==> config.mk <==
export PLATFORM = sky130hd
export DESIGN_NAME = pipe_div_post
export DESIGN_NICKNAME = d
export VERILOG_FILES = /design/src/rtl/pipe_div_post.sv
export SDC_FILE = /design/constraint.sdc
export NUM_CORES = 1
export LEC_CHECK = 0
export CORE_ASPECT_RATIO = 1.4
export CORE_MARGIN = 4
export CORE_UTILIZATION = 50
export DETAILED_ROUTE_END_ITERATION = 16
export PLACE_DENSITY = 0.73
export SYNTH_ARGS = -nofsm -noshare
export SYNTH_HDL_FRONTEND = slang
export SYNTH_SLANG_ARGS = --single-unit
export TNS_END_PERCENT = 50
==> constraint.sdc <==
create_clock -name clk -period 4.22 [get_ports clk]
set_input_delay 0.422 -clock clk [delete_from_list [all_inputs] [get_ports clk]]
set_output_delay 0.422 -clock clk [all_outputs]
set_load 0.01 [all_outputs]
==> src/rtl/pipe_div_post.sv <==
// ---------------------------------------------------------------------------------------------
// pipe_div_post
//
// Post-processing stage for a pipelined restoring divider. It takes the working register of the
// last divider cell, restores the signs of the quotient and remainder (or substitutes the
// divide-by-zero result), and queues the result in a small show-ahead FIFO in front of a
// valid/ready consumer.
//
// The upstream pipeline cannot stall. When the FIFO is full and nothing is read, a new result is
// dropped and the sticky overflow flag is raised.
//
// Parameters
//   DEND_W      dividend / quotient width
//   SOR_W       divisor / remainder width
//   FIFO_DEPTH  output FIFO depth (power of two, >= 2)
//
// Ports
//   clk          single clock
//   rst          synchronous, active-high reset
//   valid_i      final divider cell result valid this cycle
//   dividend_i   final working register: {remainder magnitude, quotient magnitude}
//   quot_neg_i   negate the quotient
//   rem_neg_i    negate the remainder
//   dz_i         operation was a divide by zero
//   m_valid_o    FIFO head is valid (level_o != 0)
//   m_ready_i    consumer accepts the head this cycle
//   quotient_o   head quotient (two's complement)
//   remainder_o  head remainder (two's complement)
//   dz_o         head came from a divide by zero
//   level_o      FIFO occupancy, 0..FIFO_DEPTH
//   ovf_o        sticky overflow flag, set when a result is dropped
//   ovf_clr_i    clear ovf_o; a simultaneous overflow wins
// ---------------------------------------------------------------------------------------------
module pipe_div_post #(
  parameter int unsigned DEND_W     = 32,
  parameter int unsigned SOR_W      = 32,
  parameter int unsigned FIFO_DEPTH = 4
) (
  input  logic                          clk,
  input  logic                          rst,
  input  logic                          valid_i,
  input  logic [DEND_W+SOR_W-1:0]       dividend_i,
  input  logic                          quot_neg_i,
  input  logic                          rem_neg_i,
  input  logic                          dz_i,
  output logic                          m_valid_o,
  input  logic                          m_ready_i,
  output logic [DEND_W-1:0]             quotient_o,
  output logic [SOR_W-1:0]              remainder_o,
  output logic                          dz_o,
  output logic [$clog2(FIFO_DEPTH):0]   level_o,
  output logic                          ovf_o,
  input  logic                          ovf_clr_i
);

  localparam int unsigned AW = $clog2(FIFO_DEPTH);
  localparam int unsigned LW = AW + 1;
  localparam logic [LW-1:0] LevelFull = LW'(FIFO_DEPTH);

  // -------------------------------------------------------------------------------------------
  // Format stage
  // -------------------------------------------------------------------------------------------
  logic [DEND_W-1:0] q_mag;
  logic [SOR_W-1:0]  r_mag;

  logic [DEND_W-1:0] fmt_quot_d, fmt_quot_q;
  logic [SOR_W-1:0]  fmt_rem_d,  fmt_rem_q;
  logic              fmt_dz_d,   fmt_dz_q;
  logic              fmt_valid_q;

  always_comb begin
    q_mag = dividend_i[DEND_W-1:0];
    r_mag = dividend_i[DEND_W+SOR_W-1:DEND_W];

    if (dz_i) begin
      // Divide by zero: fixed result, sign requests are ignored.
      fmt_quot_d = '1;
      fmt_rem_d  = '0;
      fmt_dz_d   = 1'b1;
    end else begin
      fmt_quot_d = quot_neg_i ? (~q_mag + DEND_W'(1)) : q_mag;
      fmt_rem_d  = rem_neg_i  ? (~r_mag + SOR_W'(1))  : r_mag;
      fmt_dz_d   = 1'b0;
    end
  end

  // The data registers only load on valid_i; the valid bit follows valid_i every cycle.
  always_ff @(posedge clk) begin
    if (rst) begin
      fmt_valid_q <= 1'b0;
      fmt_quot_q  <= '0;
      fmt_rem_q   <= '0;
      fmt_dz_q    <= 1'b0;
    end else begin
      fmt_valid_q <= valid_i;
      if (valid_i) begin
        fmt_quot_q <= fmt_quot_d;
        fmt_rem_q  <= fmt_rem_d;
        fmt_dz_q   <= fmt_dz_d;
      end
    end
  end

  // -------------------------------------------------------------------------------------------
  // Output FIFO (show-ahead, no bypass)
  // -------------------------------------------------------------------------------------------
  logic [DEND_W-1:0] quot_mem_q [FIFO_DEPTH];
  logic [SOR_W-1:0]  rem_mem_q  [FIFO_DEPTH];
  logic              dz_mem_q   [FIFO_DEPTH];

  logic [AW-1:0] wr_ptr_q, rd_ptr_q;
  logic [LW-1:0] level_q;
  logic          ovf_q;

  logic fifo_empty;
  logic fifo_full;
  logic rd_en;
  logic wr_en;
  logic ovf_set;

  always_comb begin
    fifo_empty = (level_q == '0);
    fifo_full  = (level_q == LevelFull);
    rd_en      = !fifo_empty && m_ready_i;
    // When full, a same-cycle read frees the head slot, which is exactly where wr_ptr_q points,
    // so the write can still be accepted and lands at the tail.
    wr_en      = fmt_valid_q && (!fifo_full || rd_en);
    ovf_set    = fmt_valid_q && fifo_full && !rd_en;
  end

  // Storage
  always_ff @(posedge clk) begin
    if (rst) begin
      for (int i = 0; i < int'(FIFO_DEPTH); i++) begin
        quot_mem_q[i] <= '0;
        rem_mem_q[i]  <= '0;
        dz_mem_q[i]   <= 1'b0;
      end
    end else if (wr_en) begin
      quot_mem_q[wr_ptr_q] <= fmt_quot_q;
      rem_mem_q[wr_ptr_q]  <= fmt_rem_q;
      dz_mem_q[wr_ptr_q]   <= fmt_dz_q;
    end
  end

  // Pointers, occupancy and overflow flag. Pointers are exactly AW bits wide, so they wrap
  // modulo FIFO_DEPTH on their own.
  always_ff @(posedge clk) begin
    if (rst) begin
      wr_ptr_q <= '0;
      rd_ptr_q <= '0;
      level_q  <= '0;
      ovf_q    <= 1'b0;
    end else begin
      if (wr_en) begin
        wr_ptr_q <= wr_ptr_q + AW'(1);
      end
      if (rd_en) begin
        rd_ptr_q <= rd_ptr_q + AW'(1);
      end

      case ({wr_en, rd_en})
        2'b10:   level_q <= level_q + LW'(1);
        2'b01:   level_q <= level_q - LW'(1);
        default: level_q <= level_q;
      endcase

      if (ovf_set) begin
        ovf_q <= 1'b1;
      end else if (ovf_clr_i) begin
        ovf_q <= 1'b0;
      end
    end
  end

  // -------------------------------------------------------------------------------------------
  // Outputs
  // -------------------------------------------------------------------------------------------
  always_comb begin
    m_valid_o   = !fifo_empty;
    quotient_o  = quot_mem_q[rd_ptr_q];
    remainder_o = rem_mem_q[rd_ptr_q];
    dz_o        = dz_mem_q[rd_ptr_q];
    level_o     = level_q;
    ovf_o       = ovf_q;
  end

endmodule

### Word level (Yosys, flattened, before mapping)

Memory sizes are Yosys's and may differ from the RTL's. A register that Yosys moved wholly into a read port is not among the register bits.
Index checks and enable logic that the tools add are counted.

* register bits: 74
* latch bits: 0
* bits in writable memories: 260
* ROM bits: 0
* logic and storage cells: 64
* memories: 3

* add/sub/neg operators: 6
* multiply operators: 0
* div/mod/pow operators: 0
* $lt $le $gt $ge: 0
* equality and inequality tests: 3
* shift operators: 0
* muxes and demuxes: 28
* bitwise logic cells: 2
* reduce and logical (&&, ||, !) cells: 14

Memory list
* quot_mem_q: words 4, width 32, read ports 1, clocked after Yosys merged registers in 1, write ports 4, line 107 `logic [DEND_W-1:0] quot_mem_q [FIFO_DEPTH];`
* rem_mem_q: words 4, width 32, read ports 1, clocked after Yosys merged registers in 1, write ports 4, line 108 `logic [SOR_W-1:0] rem_mem_q [FIFO_DEPTH];`
* dz_mem_q: words 4, width 1, read ports 1, clocked after Yosys merged registers in 1, write ports 4, line 109 `logic dz_mem_q [FIFO_DEPTH];`

Operator list (count)
* 2-to-1 mux 32 bit: 6
* adder 32 x 1 -> 32 bit (second input constant): 2
* inverter 32 bit: 2
* OR reduction 32 bit: 2
* 2-to-1 mux 2 bit: 9
* 2-to-1 mux 1 bit: 12
* one-hot mux 3 bit (2 select lines): 1
* adder 2 x 1 -> 2 bit (second input constant): 2
* logical AND 1 bit: 4
* nonzero test 2 bit: 2
* adder 3 x 1 -> 3 bit (second input constant): 1
* equality test 3 bit (second input constant): 1
* logical NOT 1 bit: 3
* logical NOT 3 bit: 1
* subtractor 3 x 1 -> 3 bit (second input constant): 1
* equality test 2 x 1 -> 1 bit (second input constant): 1
* equality test 2 bit (second input constant): 1
* logical OR 1 bit: 1
* OR reduction 1 bit: 1

### Longest topological paths before layout

Gate-level depths: netlist (run 1).

* word-level depth: 10
* depth in mapped cells: 10
* gate-level depth less buffers: 9

### Worst setup path before layout (run 1)

OpenSTA, ideal clock, no wires.

* kind: register -> register
* start point: register level_q[0], in the netlist level_o[0]
* end point: memory dz_mem_q[0] (enable)
* data arrival time: 2.865 ns
* path slack: 0.928 ns
* cell stages (with the launch flop): 7
* buffers on the path: 1
* clock period less this slack: 3.292 ns
* cells stage by stage: dfxtp_1 -> nor4b_1 -> nor2b_1 -> inv_2 -> nor4_1 -> clkbuf_1 -> or2_1

RTL lines
* start, declared: line 112 `logic [LW-1:0] level_q;`
* start signal, assigned: line 163 `2'b10: level_q <= level_q + LW'(1);`
* start signal, assigned: line 164 `2'b01: level_q <= level_q - LW'(1);`
* start signal, assigned: line 165 `default: level_q <= level_q;`
* end, declared: line 109

==> impl_metrics.json, run 1 <==
{
  "wl_per_cell_um": 20.6,
  "hold_viol_final": 0,
  "cp-end-kind": "output port",
  "tightest_slew_ps": 1090,
  "min_period_ps": 3090,
  "die_width_um": 154,
  "yosysWarnings": 0,
  "final_common_cell": "edfxtp_1",
  "max-cap-violations": 0,
  "drtIter0Drc": 726,
  "clock-sinks": 336,
  "fin_worst_skew_ps": 16.4,
  "clockBufferDepth": 3,
  "portBuffers": 141,
  "ys_seq_area_share_pct": 62.8,
  "fin_tns_setup_ps": 0,
  "clock_latency_ps": 550,
  "core_mm2": 0.0293,
  "synth_enable_flop_cells": 260,
  "routed_wl_um": 34800,
  "hold_ws_ps": 387,
  "drc": 0,
  "dp.cells": 1636,
  "setup_viol": 0,
  "rows": 74,
  "postCtsHoldBufs": 0,
  "die_h_um": 212,
  "crit_path_cell_trace": "buf_12 > mux4_2 > clkdlybuf4s50_1",
  "post-route-period-util_pct": 73.3,
  "overflow": 0,
  "drive_gt1_share_pct": 11.8,
  "layout.cells.most_common_list": "edfxtp_1, nor2_1, clkdlybuf4s50_1",
  "cts_setup_buffers": 0,
  "ctsResizeCount": 0,
  "synth.avg_cell_area_um2": 12.7,
  "crit_type": "register to output port",
  "grt_start_max_net_pins": 66,
  "rsz0062_at_grt": "false",
  "antenna_cells": 0,
  "areaGrowthSynthToFinish_pct": 19.6,
  "synth_nets": 1241,
  "timing.fmax_ghz": 0.323,
  "ios": 142,
  "crit_path_max_fanout": 40,
  "nFillCells": 2313,
  "cts_tree": "done",
  "ant_nets": 0,
  "grt_pass1_wl_um": 54600,
  "dieArea_mm2": 0.0326,
  "crit_buf_inv": 2,
  "nets": 1365,
  "netlist_area_mm2": 0.0148,
  "synth_cell_types": 50,
  "leakage_nw": 6.41,
  "crit_path_max_incr_delay_ps": 830,
  "drv_slew": 0,
  "irDropWorstVdd_v": 0.000310,
  "globalplace.congestion": 0.857,
  "grtUsageTotal_pct": 21.4,
  "antenna_found_initial": 1,
  "pwr_density_cell_mw_per_mm2": 476,
  "cts-root-buf": "clkbuf_16",
  "critPathArrivalTime_ps": 2670,
  "required_ps": 3800,
  "cts_max_level": 1,
  "startpoint_type": "register",
  "cts_buffers": 31,
  "multi_input_area_mm2": 0.00507,
  "synthCells": 1165,
  "final_cells": 1693,
  "grt_pass1_vias": 9951,
  "dp_hpwl_um": 21600,
  "vias": 9501,
  "status": "completed",
  "ys_ff_latch": 336,
  "synthArstFlopShare_pct": 0,
  "initial_utilization_pct": 50.8,
  "synth_top_flop_cell": "edfxtp_1",
  "clkTransAtPathRegs_ps": 60,
  "viasPerCell": 5.61,
  "slowest_stage": "dfxtp_2",
  "cp_top_family": "buffers and inverters",
  "final_util_pct": 60.7,
  "relSlewSlack_pct": 27.1,
  "area.sequential_mm2": 0.00933,
  "p_total_mw": 8.46,
  "firstDrtPassIters": 5,
  "hp-class": "input pin to register"
}
==> cells in the mapped netlist, drive strengths merged, types with 4 or more instances <==
cell type  instances  area [um^2]
xnor2              7         61.3
edfxtp           260         7810
clkbuf            60          226
o31ai             22          175
and2              66          413
nand4              5         43.8
nand2             92          345
nor3              11         60.1
a211oi            27          203
mux4              65         1460
nor2             199          747
nand3              8         40.0
or3               13         86.3
o21ai             41          205
buf                9         40.0
nor4               8         56.3
a21oi              8         40.0
nand2b            25          156
xor2              55          482
or4                6         50.1
mux2i              4         40.0
dfxtp             76         1520
o41ai             13          136
inv               59          221
nor2b              4         25.0
==> final timing paths <==
| kind | start | endpoint | slack, ps | depth (start not counted) |
|---|---|---|---|---|
| setup / recovery | register | remainder_o[3] | 1130 | 3 |
| hold / removal | rst | fmt_dz_q | 390 | 2 |
| setup reg to reg | level_o[0] | quot_mem_q[1][3] | 1660 | 7 |
| hold reg to reg | fmt_rem_q[20] | fmt_rem_q[20] | 470 | 2 |
==> registers in the layout, indices dropped and copies added (netlist names), named ones only <==
signal       cells
rd_ptr_q         2
dz_mem_q         4
quot_mem_q     128
fmt_dz_q         1
rem_mem_q      128
ovf_o            1
wr_ptr_q         2
level_o          3
fmt_valid_q      1
fmt_rem_q       32
fmt_quot_q      32
==> per-stage QoR <==
step                area, um^2  worst slack [ps]
floorplan                14800               928
global placement         16700              1180
detailed placement       16700              1130
CTS                      17800              1050
global route             17800              1020
finish                   17800              1130
==> report_power, final <==
| part | switching, mW | internal (mW) |
|---|---|---|
| Sequential | 0.123 | 3.74 |
| Combinational | 0.822 | 0.911 |
| Clock | 1.17 | 1.69 |
==> worst reg2reg max path, delay by kind of cell (launching register included) <==
family / cells / cell delay, ps
buffers and inverters: 3 / 720
DFF: 1 / 370
and+or+nand+nor: 4 / 1150
==> logic make-up (layout without fill, tap and decap cells) <==
logic type	Yosys count	after routing	synth area share, %
AND/OR/NAND/NOR	444	444	14.0
flip-flops	336	336	62.8
buffers and inverters	128	276	3.29
AO/OA/AOI/OAI	122	122	5.70
multiplexers	69	69	10.1
XOR/XNOR	62	62	3.66
adder cells (fa/ha/maj)	4	4	0.388
==> area by class of cell <==
type	count	share of cell area, %
flip-flops and latches	336	52.5
multi-input cells	701	28.5
repair buffers	160	9.14
clock buffers	48	5.01
well taps	380	2.68
inverters	59	1.25
clock inverters	9	0.859
==> layer usage <==
| metal | up-vias | wire [um] | track usage (%) |
|---|---|---|---|
| met4 | 2 | 696 | 5.15 |
| met3 | 49 | 1980 | 3.11 |
| met5 | - | 13 | 0 |
| met1 | 4719 | 13200 | 25.5 |
| met2 | 295 | 18900 | 40.8 |
| li1 | 4436 | - | - |
(Power assumes the default switching activity.)
==> run 2: changes to the inputs <==
clock period = 3.06 ns   (was 4.22 ns; I/O delays follow)
==> run 2 against run 1 <==
Against the previous run: power is 35% higher; highest routed layer is now met4; die area stayed put; sequential power is 39% higher.
==> impl_metrics.json, run 2 (synthesis gave the netlist of run 1 again) <==
{
  "ctsResizeCount": 0,
  "rsz0062_at_grt": "false",
  "initial_utilization_pct": 50.8,
  "grt_pass1_wl_um": 54900,
  "cts_setup_buffers": 0,
  "post-route-period-util_pct": 94.7,
  "leakage_nw": 6.49,
  "relSlewSlack_pct": 30.9,
  "fin_tns_setup_ps": 0,
  "globalplace.congestion": 0.917,
  "rows": 74,
  "crit_buf_inv": 2,
  "tightest_slew_ps": 1040,
  "routed_wl_um": 34700,
  "overflow": 0,
  "clkTransAtPathRegs_ps": 60,
  "cts-root-buf": "clkbuf_16",
  "clock-sinks": 336,
  "cts_buffers": 30,
  "vias": 9629,
  "dp.cells": 1653,
  "die_width_um": 154,
  "die_h_um": 212,
  "postCtsHoldBufs": 0,
  "min_period_ps": 2900,
  "pwr_density_cell_mw_per_mm2": 637,
  "fin_worst_skew_ps": 22.7,
  "layout.cells.most_common_list": "edfxtp_1, nor2_1, clkdlybuf4s50_1",
  "cp-end-kind": "output port",
  "crit_path_max_fanout": 15,
  "ios": 142,
  "viasPerCell": 5.63,
  "dieArea_mm2": 0.0326,
  "antenna_found_initial": 0,
  "crit_path_max_incr_delay_ps": 590,
  "crit_type": "register to output port",
  "grtUsageTotal_pct": 21.4,
  "clock_latency_ps": 570,
  "clockBufferDepth": 3,
  "setup_viol": 0,
  "status": "completed",
  "portBuffers": 141,
  "drive_gt1_share_pct": 12.9,
  "critPathArrivalTime_ps": 2590,
  "grt_pass1_vias": 10008,
  "antenna_cells": 0,
  "drc": 0,
  "hp-start": "rst",
  "slowest_stage": "mux4_2",
  "hp-class": "input pin to register",
  "cts_max_level": 1,
  "nets": 1381,
  "largest_registers": "quot_mem_q x128, rem_mem_q x128",
  "firstDrtPassIters": 5,
  "areaGrowthSynthToFinish_pct": 20.4,
  "timing.rr.start": "level_o[1]",
  "cp_top_family": "buffers and inverters",
  "cts_tree": "done",
  "final_cells": 1709,
  "required_ps": 2750,
  "core_mm2": 0.0293,
  "drtIter0Drc": 683,
  "timing.fmax_ghz": 0.345,
  "startpoint_type": "register",
  "final_common_cell": "edfxtp_1",
  "max-cap-violations": 0,
  "crit_path_cell_trace": "buf_4 > mux4_2 > clkdlybuf4s50_1",
  "wl_per_cell_um": 20.3,
  "hold_viol_final": 0,
  "grt_start_max_net_pins": 66,
  "ant_nets": 0,
  "dp_hpwl_um": 22300,
  "irDropWorstVdd_v": 0.000489,
  "drv_slew": 0
}
[run 2: cell count changes in the layout (fill, tap and decap cells not counted), moves of 2 or more]
cell	delta
clkinv_2	+2
clkbuf_16	-2
buf_4	+11
clkinvlp_4	-2
buf_12	+6
clkbuf_8	+5
bufinv_16	-4
[run 2: report_power, final]
| part | internal, mW | switching [mW] |
|---|---|---|
| clock network | 2.02 | 1.61 |
| registers | 5.16 | 0.188 |
| logic | 1.30 | 1.12 |
[run 2: metrics by stage]
stage               worst slack, ps  hold WS, ps  area [um^2]  utilization, %  power [mW]
CTS                             107          211        17900            61.1        11.5
finish                          161          230        17900            61.1        11.4
global placement                369          448        16900            57.8        7.89
detailed placement              369          453        16900            57.8        7.91
global route                   56.1          264        17900            61.1        11.9
floorplan                      32.8          434        14800               -        6.70
[run 2: layout make-up]
cell class                      instances  area (um^2)
Inverter                               59          221
Tap cell                              380          475
Clock buffer                           51          910
Sequential cell                       336         9330
Timing Repair Buffer                  177         1830
Clock inverter                          5         42.5
Multi-Input combinational cell        701         5060
Fill cell                            2302        11400
[run 2: path summary, 6_finish.rpt]
path,slack [ps],endpoint,depth (start not counted)
worst max-delay path,160,remainder_o[4],3
worst min-delay path,230,fmt_valid_q,2
worst max register to register,720,level_o[2],9
worst min register to register,470,fmt_rem_q[6],2
[run 2: per-layer routing]
| layer | GRT usage, % | vias up | share of wire (%) | routed length (um) |
|---|---|---|---|---|
| li1 | - | 4475 | - | - |
| met1 | 26.5 | 4780 | 39 | 13500 |
| met2 | 38.8 | 317 | 52 | 18100 |
| met3 | 3.23 | 57 | 6.2 | 2150 |
| met4 | 6.43 | 0 | 2.6 | 904 |
| met5 | 0 | - | 0 | 0 |
